### config.mk
export PLATFORM = sky130hd
export DESIGN_NAME = word_serializer_msb
export DESIGN_NICKNAME = d
export VERILOG_FILES = /design/src/rtl/word_serializer_msb.sv
export SDC_FILE = /design/constraint.sdc
export NUM_CORES = 1
export LEC_CHECK = 0
export ABC_CLOCK_PERIOD_IN_PS = 5000
export CAP_MARGIN = 25
export CELL_PAD_IN_SITES_DETAIL_PLACEMENT = 1
export CELL_PAD_IN_SITES_GLOBAL_PLACEMENT = 1
export CORE_MARGIN = 5
export CORE_UTILIZATION = 38
export CTS_CLUSTER_DIAMETER = 150
export DETAILED_ROUTE_END_ITERATION = 12
export PLACE_DENSITY_LB_ADDON = 0.1
export RECOVER_POWER = 100
export SYNTH_ARGS = -nofsm -noshare
export SYNTH_HDL_FRONTEND = slang
export SYNTH_SLANG_ARGS = --single-unit
### constraint.sdc
create_clock -name clk -period 5 [get_ports clk]
set_input_delay 0.5 -clock clk [delete_from_list [all_inputs] [get_ports clk]]
set_output_delay 0.5 -clock clk [all_outputs]
set_load 0.01 [all_outputs]
### src/rtl/word_serializer_msb.sv
// rtl/word_serializer_msb.sv - MSB-first parallel-to-serial stage with frame markers.
// Define PARITY_APPEND_EN to append an even-parity bit after each word.
module word_serializer_msb #(
    parameter int W          = 8,
    parameter int GAP_CYCLES = 0
) (
    input  logic         clk,
    input  logic         reset,
    input  logic [W-1:0] data_in,
    input  logic         load_valid,
    output logic         load_ready,
    output logic         bit_out,
    output logic         bit_valid,
    output logic         frame_start,
    output logic         frame_end,
    output logic         parity_flag,
    output logic         busy
);

    localparam int              CW          = $clog2(W + 1);
    localparam logic [CW-1:0]   LP_CNT_TOP  = CW'(W - 1);
    localparam logic [3:0]      LP_GAP_LAST = 4'((GAP_CYCLES > 0) ? (GAP_CYCLES - 1) : 0);
    localparam bit              LP_HAS_GAP  = (GAP_CYCLES > 0);

    typedef enum logic [1:0] {
        S_IDLE  = 2'd0,
        S_SHIFT = 2'd1,
        S_PAR   = 2'd2,
        S_GAP   = 2'd3
    } state_t;

    state_t         r_state;
    state_t         w_state_next;
    logic [W-1:0]   r_shreg;
    logic [CW-1:0]  r_cnt;
    logic [3:0]     r_gap_cnt;
    logic           w_last_data;
    logic           w_frame_done;
    logic           w_accept;

    assign w_last_data = (r_state == S_SHIFT) && (r_cnt == '0);

`ifdef PARITY_APPEND_EN
    logic r_par;
    assign w_frame_done = (r_state == S_PAR);
    assign parity_flag  = (r_state == S_PAR);
    assign bit_out      = (r_state == S_SHIFT) ? r_shreg[W-1] :
                          (r_state == S_PAR)   ? r_par        : 1'b0;
`else
    assign w_frame_done = w_last_data;
    assign parity_flag  = 1'b0;
    assign bit_out      = (r_state == S_SHIFT) ? r_shreg[W-1] : 1'b0;
`endif

    // Last frame cycle doubles as an accept window only when no gap follows.
    assign load_ready  = !reset && ((r_state == S_IDLE) || (w_frame_done && !LP_HAS_GAP));
    assign w_accept    = load_valid && load_ready;
    assign bit_valid   = (r_state == S_SHIFT) || (r_state == S_PAR);
    assign frame_start = (r_state == S_SHIFT) && (r_cnt == LP_CNT_TOP);
    assign frame_end   = w_frame_done;
    assign busy        = (r_state != S_IDLE);

    always_comb begin
        w_state_next = r_state;
        case (r_state)
            S_IDLE: begin
                if (w_accept) w_state_next = S_SHIFT;
            end
            S_SHIFT: begin
                if (r_cnt == '0) begin
`ifdef PARITY_APPEND_EN
                    w_state_next = S_PAR;
`else
                    if (w_accept)        w_state_next = S_SHIFT;
                    else if (LP_HAS_GAP) w_state_next = S_GAP;
                    else                 w_state_next = S_IDLE;
`endif
                end
            end
            S_PAR: begin
                if (w_accept)        w_state_next = S_SHIFT;
                else if (LP_HAS_GAP) w_state_next = S_GAP;
                else                 w_state_next = S_IDLE;
            end
            S_GAP: begin
                if (r_gap_cnt == LP_GAP_LAST) w_state_next = S_IDLE;
            end
            default: w_state_next = S_IDLE;
        endcase
    end

    always_ff @(posedge clk or posedge reset) begin
        if (reset) begin
            r_state   <= S_IDLE;
            r_shreg   <= '0;
            r_cnt     <= '0;
            r_gap_cnt <= '0;
`ifdef PARITY_APPEND_EN
            r_par     <= 1'b0;
`endif
        end else begin
            r_state <= w_state_next;
            if (w_accept) begin
                r_shreg <= data_in;
                r_cnt   <= LP_CNT_TOP;
`ifdef PARITY_APPEND_EN
                r_par   <= ^data_in;
`endif
            end else if (r_state == S_SHIFT) begin
                r_shreg <= {r_shreg[W-2:0], 1'b0};
                if (r_cnt != '0) r_cnt <= r_cnt - CW'(1);
            end
            if (r_state == S_GAP) r_gap_cnt <= r_gap_cnt + 4'd1;
            else                  r_gap_cnt <= 4'd0;
        end
    end

endmodule
# Word-level counts from Yosys, hierarchy flattened
# Index checks and enable logic that the tools add are counted.
totals:
  regBits: 18
  input_bits: 11
  elab_cells: 41
classes:
  addsub: 2
  n_eq_ne: 7
  n_mux: 12
  reduce_logical: 16
op_table:
  columns: ["operator", "count"]
  rows:
  - ["4-bit 2-to-1 mux", 4]
  - ["8-bit 2-to-1 mux", 2]
  - ["4-bit zero test", 2]
  - ["2-bit case mux with 4 select lines", 1]
  - ["2-bit 2-to-1 mux", 3]
  - ["2-bit nonzero test", 3]
  - ["4-bit by 1-bit adder with 4-bit output (second input constant)", 1]
  - ["2-bit equality test (second input constant)", 2]
  - ["4-bit by 3-bit equality test with 1-bit output (second input constant)", 1]
  - ["1-bit logical AND", 4]
  - ["2-bit inequality test (second input constant)", 2]
  - ["4-bit nonzero test", 1]
  - ["4-bit by 1-bit subtractor with 4-bit output (second input constant)", 1]
  - ["3-bit AND reduction", 1]
  - ["2-bit by 1-bit equality test with 1-bit output (second input constant)", 1]
  - ["2-bit zero test", 1]
  - ["1-bit logical OR", 2]
  - ["1-bit 2-to-1 mux", 2]
  - ["2-bit by 1-bit inequality test with 1-bit output (second input constant)", 1]
  - ["2-bit AND reduction", 1]
  - ["1-bit zero test", 1]

# Depth between registers and ports, before layout
depth:
  depth_word: 8
  ltp_mapped: 5
  ltp_nobuf: 5

# Worst setup path before layout
# Ideal clock, no wire load.
synth_timing:
  path_type: "register to output"
  from: "register r_cnt[0]"
  to: "output load_ready"
  t_arrival_ns: 1.320
  slack_ns: 3.180
  stages_incl_launch_ff: 5
  path_buffers: 0
  path_cell_list: "dfrtp_1 -> inv_1 -> ha_1 -> or3b_4 -> a21oi_1"
synth_between:
  elab_chain_cells: 4
synth_rtl:
  columns: ["element", "line_no", "text"]
  rows:
  - ["from (decl)", "35", "logic [CW-1:0] r_cnt;"]
  - ["from (signal assigned)", "111", "if (r_cnt != '0) r_cnt <= r_cnt - CW'(1);"]
  - ["4-bit zero test", "41", "assign w_last_data = (r_state == S_SHIFT) && (r_cnt == '0);"]
  - ["1-bit logical AND", "41", null]
  - ["1-bit logical OR", "56", "assign load_ready = !reset && ((r_state == S_IDLE) || (w_frame_done && !LP_HAS_GAP));"]
  - ["1-bit logical AND", "56", null]
  - ["to (decl)", "11", "output logic load_ready,"]
# Every way passes these cells.

# Final worst setup path
# Ends and elaborated chain as after synthesis.

==> impl_metrics.toml <==
[synthesis]
synth_area_leaders = "dfrtp_1, o221a_2, or3_1, ha_1, mux2i_1"
synth.avg_cell_area_um2 = 10.5
postSynth.asyncResetShare_pct = 100
yosysUniqueCellTypes = 26
ys.flop_type = "dfrtp_1"
synth_common_cells = "dfrtp_1, o221a_2, or3_1"
synth-seq-cells = 13
synth_top_area_share_pct = 46.8
synth.most_common_cell = "dfrtp_1"
synth_cells = 66
yosys_warnings = 0
yosysSeqAreaShare_pct = 46.8
syn_nets = 79
synth.largest_area_cell = "dfrtp_1"
synth_edf_count = 0
synthesis.area_um2 = 696

[cts]
numCtsBuffers = 3
htreeDepth = 1
clkTransAtPathRegs_ns = 0.08
clock_sinks = 13
clock-root-buffer = "clkbuf_4"
clock_latency_ns = 0.28
ctsHoldBuffers = 0
tritoncts = "built"
post-cts-setup-buffers = 0
ctsResizeCount = 0
clockBufferDepth = 2

[setup_path]
crit_path_end_kind = "primary output"
path_delay_family = "buffers and inverters"
crit_start = "r_cnt[0]"
cp_max_fo = 4
crit_buf_inv = 2
cp.arrival_ns = 2.30
cp.required_ns = 4.50
slowest_stage = "dlygate4sd3_1"
critical_path_class = "reg2out"
worstPathCellList = "inv_1 > ha_1 > or3b_1 > a21oi_1 > dlygate4sd3_1"
cpPeakStageDelay_ns = 0.62
start_kind = "flip-flop"
reg2reg_from = "r_cnt[0]"

[route]
drc = 0
wl_per_cell_um = 16.1
vias = 581
drtAntennaViolNets = 0
firstDrtPassIters = 4
viasPerCell = 5.43
routed_wl_um = 1730
dr.first_iter.drc_count = 8

[final_layout]
drive_above_1_share_pct = 13.4
nets = 96
area_growth_pct = 27.3
diodes = 0
fill_cells = 207
final_util_pct = 51.3

[floorplanning]
dieHeight_um = 52.8
core_um2 = 1730
die_w_um = 52.8
dieArea_um2 = 2790
rows = 15
initial_core_util_pct = 40.3
io_pins = 18

[pwr]
power.total_mw = 0.521
p_per_area_nw_per_um2 = 588
ir_drop_uv = 317
p_leak_nw = 0.371

[timing]
slew_violations = 0
finalHoldViolations = 0
setup_viol = 0
timing.fmax_ghz = 0.357
rsz0062_at_grt = "false"
slew_headroom_pct = 48.6
fin_crit_sh_pct = 56.0
period_needed_ns = 2.80
setup-tns-final_ns = 0
finClkSkew_ns = 0.00427
worstMarginPinSlew_ns = 0.763

[status]
status = "finished, final reports clean"

[job]
max-cap-violations = 0

[global_routing]
grt_max_degree = 19
grt_pass1_wl_um = 2780
grt_pass1_vias = 578
grt-ovfl-total = 0
grt_use_total_pct = 14.5
grt_antenna_before_repair = 0

[min_path]
hp-start = "r_shreg[4]"
hold_path.class = "reg2reg"

[placement]
numPortBuffers = 16
gp_congestion = 0.719
dp_hpwl_um = 1270
-- state kept, by name, indices dropped and copies added, names as in the netlist --
register	flops
r_state	1
r_shreg	8
r_cnt	4
-- cell type report --
type	instances	area, µm²	area share, %
Timing Repair Buffer	16	160	18.1
Clock buffer	4	26.3	2.97
Sequential cell	13	325	36.7
Tap cell	25	31.3	3.53
Inverter	4	15.0	1.69
Multi-Input combinational cell	45	328	37.0
-- metal layers --
layer | vias up | track usage (%) | routed length [µm]
li1 | 273 | - | -
met4 | 0 | 5.11 | 29
met2 | 18 | 22.3 | 790
met3 | 5 | 5.70 | 101
met1 | 285 | 18.4 | 805
met5 | - | 0 | 0
-- worst paths after layout --
check	to	slack [ns]	cells past startpoint
max in group asynchronous	r_shreg[1]	3.91	2
max	load_ready	2.20	5
min in group asynchronous	r_shreg[4]	0.75	2
min	r_shreg[5]	0.55	1
max reg2reg	r_shreg[3]	2.95	5
min reg2reg	r_shreg[5]	0.55	1
-- where the power goes --
group / leakage [nW] / total (mW) / switching [mW] / internal (mW)
Clock: 0.0150 / 0.0672 / 0.0363 / 0.0310
Sequential: 0.153 / 0.213 / 0.0577 / 0.155
Combinational: 0.203 / 0.241 / 0.108 / 0.133
-- cells by family (layout without fill, tap and decap cells) --
group                    count (synthesis)  after routing  synth area share (%)
AO/OA/AOI/OAI                           17             17                  21.2
XOR/XNOR                                 1              1                  1.26
adder cells (fa/ha/maj)                  2              2                  3.60
buffers and inverters                    8             24                  5.75
flip-flops                              13             13                  46.8
multiplexers                             2              2                  2.88
other                                    1              1                 0.539
AND/OR/NAND/NOR                         22             22                  18.0
-- worst reg2reg max path: cells and delay by family, from the launching register on --
family / cells / cell delay (ns)
buffers and inverters: 1 / 0.09
AND/OR/NAND/NOR: 1 / 0.43
flip-flops: 1 / 0.42
AO/OA/AOI/OAI: 2 / 0.79
adder cells (fa/ha/maj): 1 / 0.21
-- stage by stage --
stage	setup WS [ns]	hold WS, ns	std cells	area, µm²
after floorplan	3.18	0.377	66	696
after global placement	2.59	0.531	103	862
after detailed placement	2.55	0.531	103	862
after CTS	2.31	0.552	107	888
after global routing	2.11	0.577	107	886
final	2.20	0.550	107	886
-- cells in the final DEF (no fill, tap or decap), drive strengths merged, types with 2 or more instances in the layout --
cell,n
ha,2
dlygate4sd3,7
clkdlybuf4s50,9
nor2,2
inv,4
o21ai,4
clkbuf,4
dfrtp,13
nand2,3
or3,7
nor3,4
o221a,7
a21oi,3
mux2i,2
(Power assumes the default switching activity.)
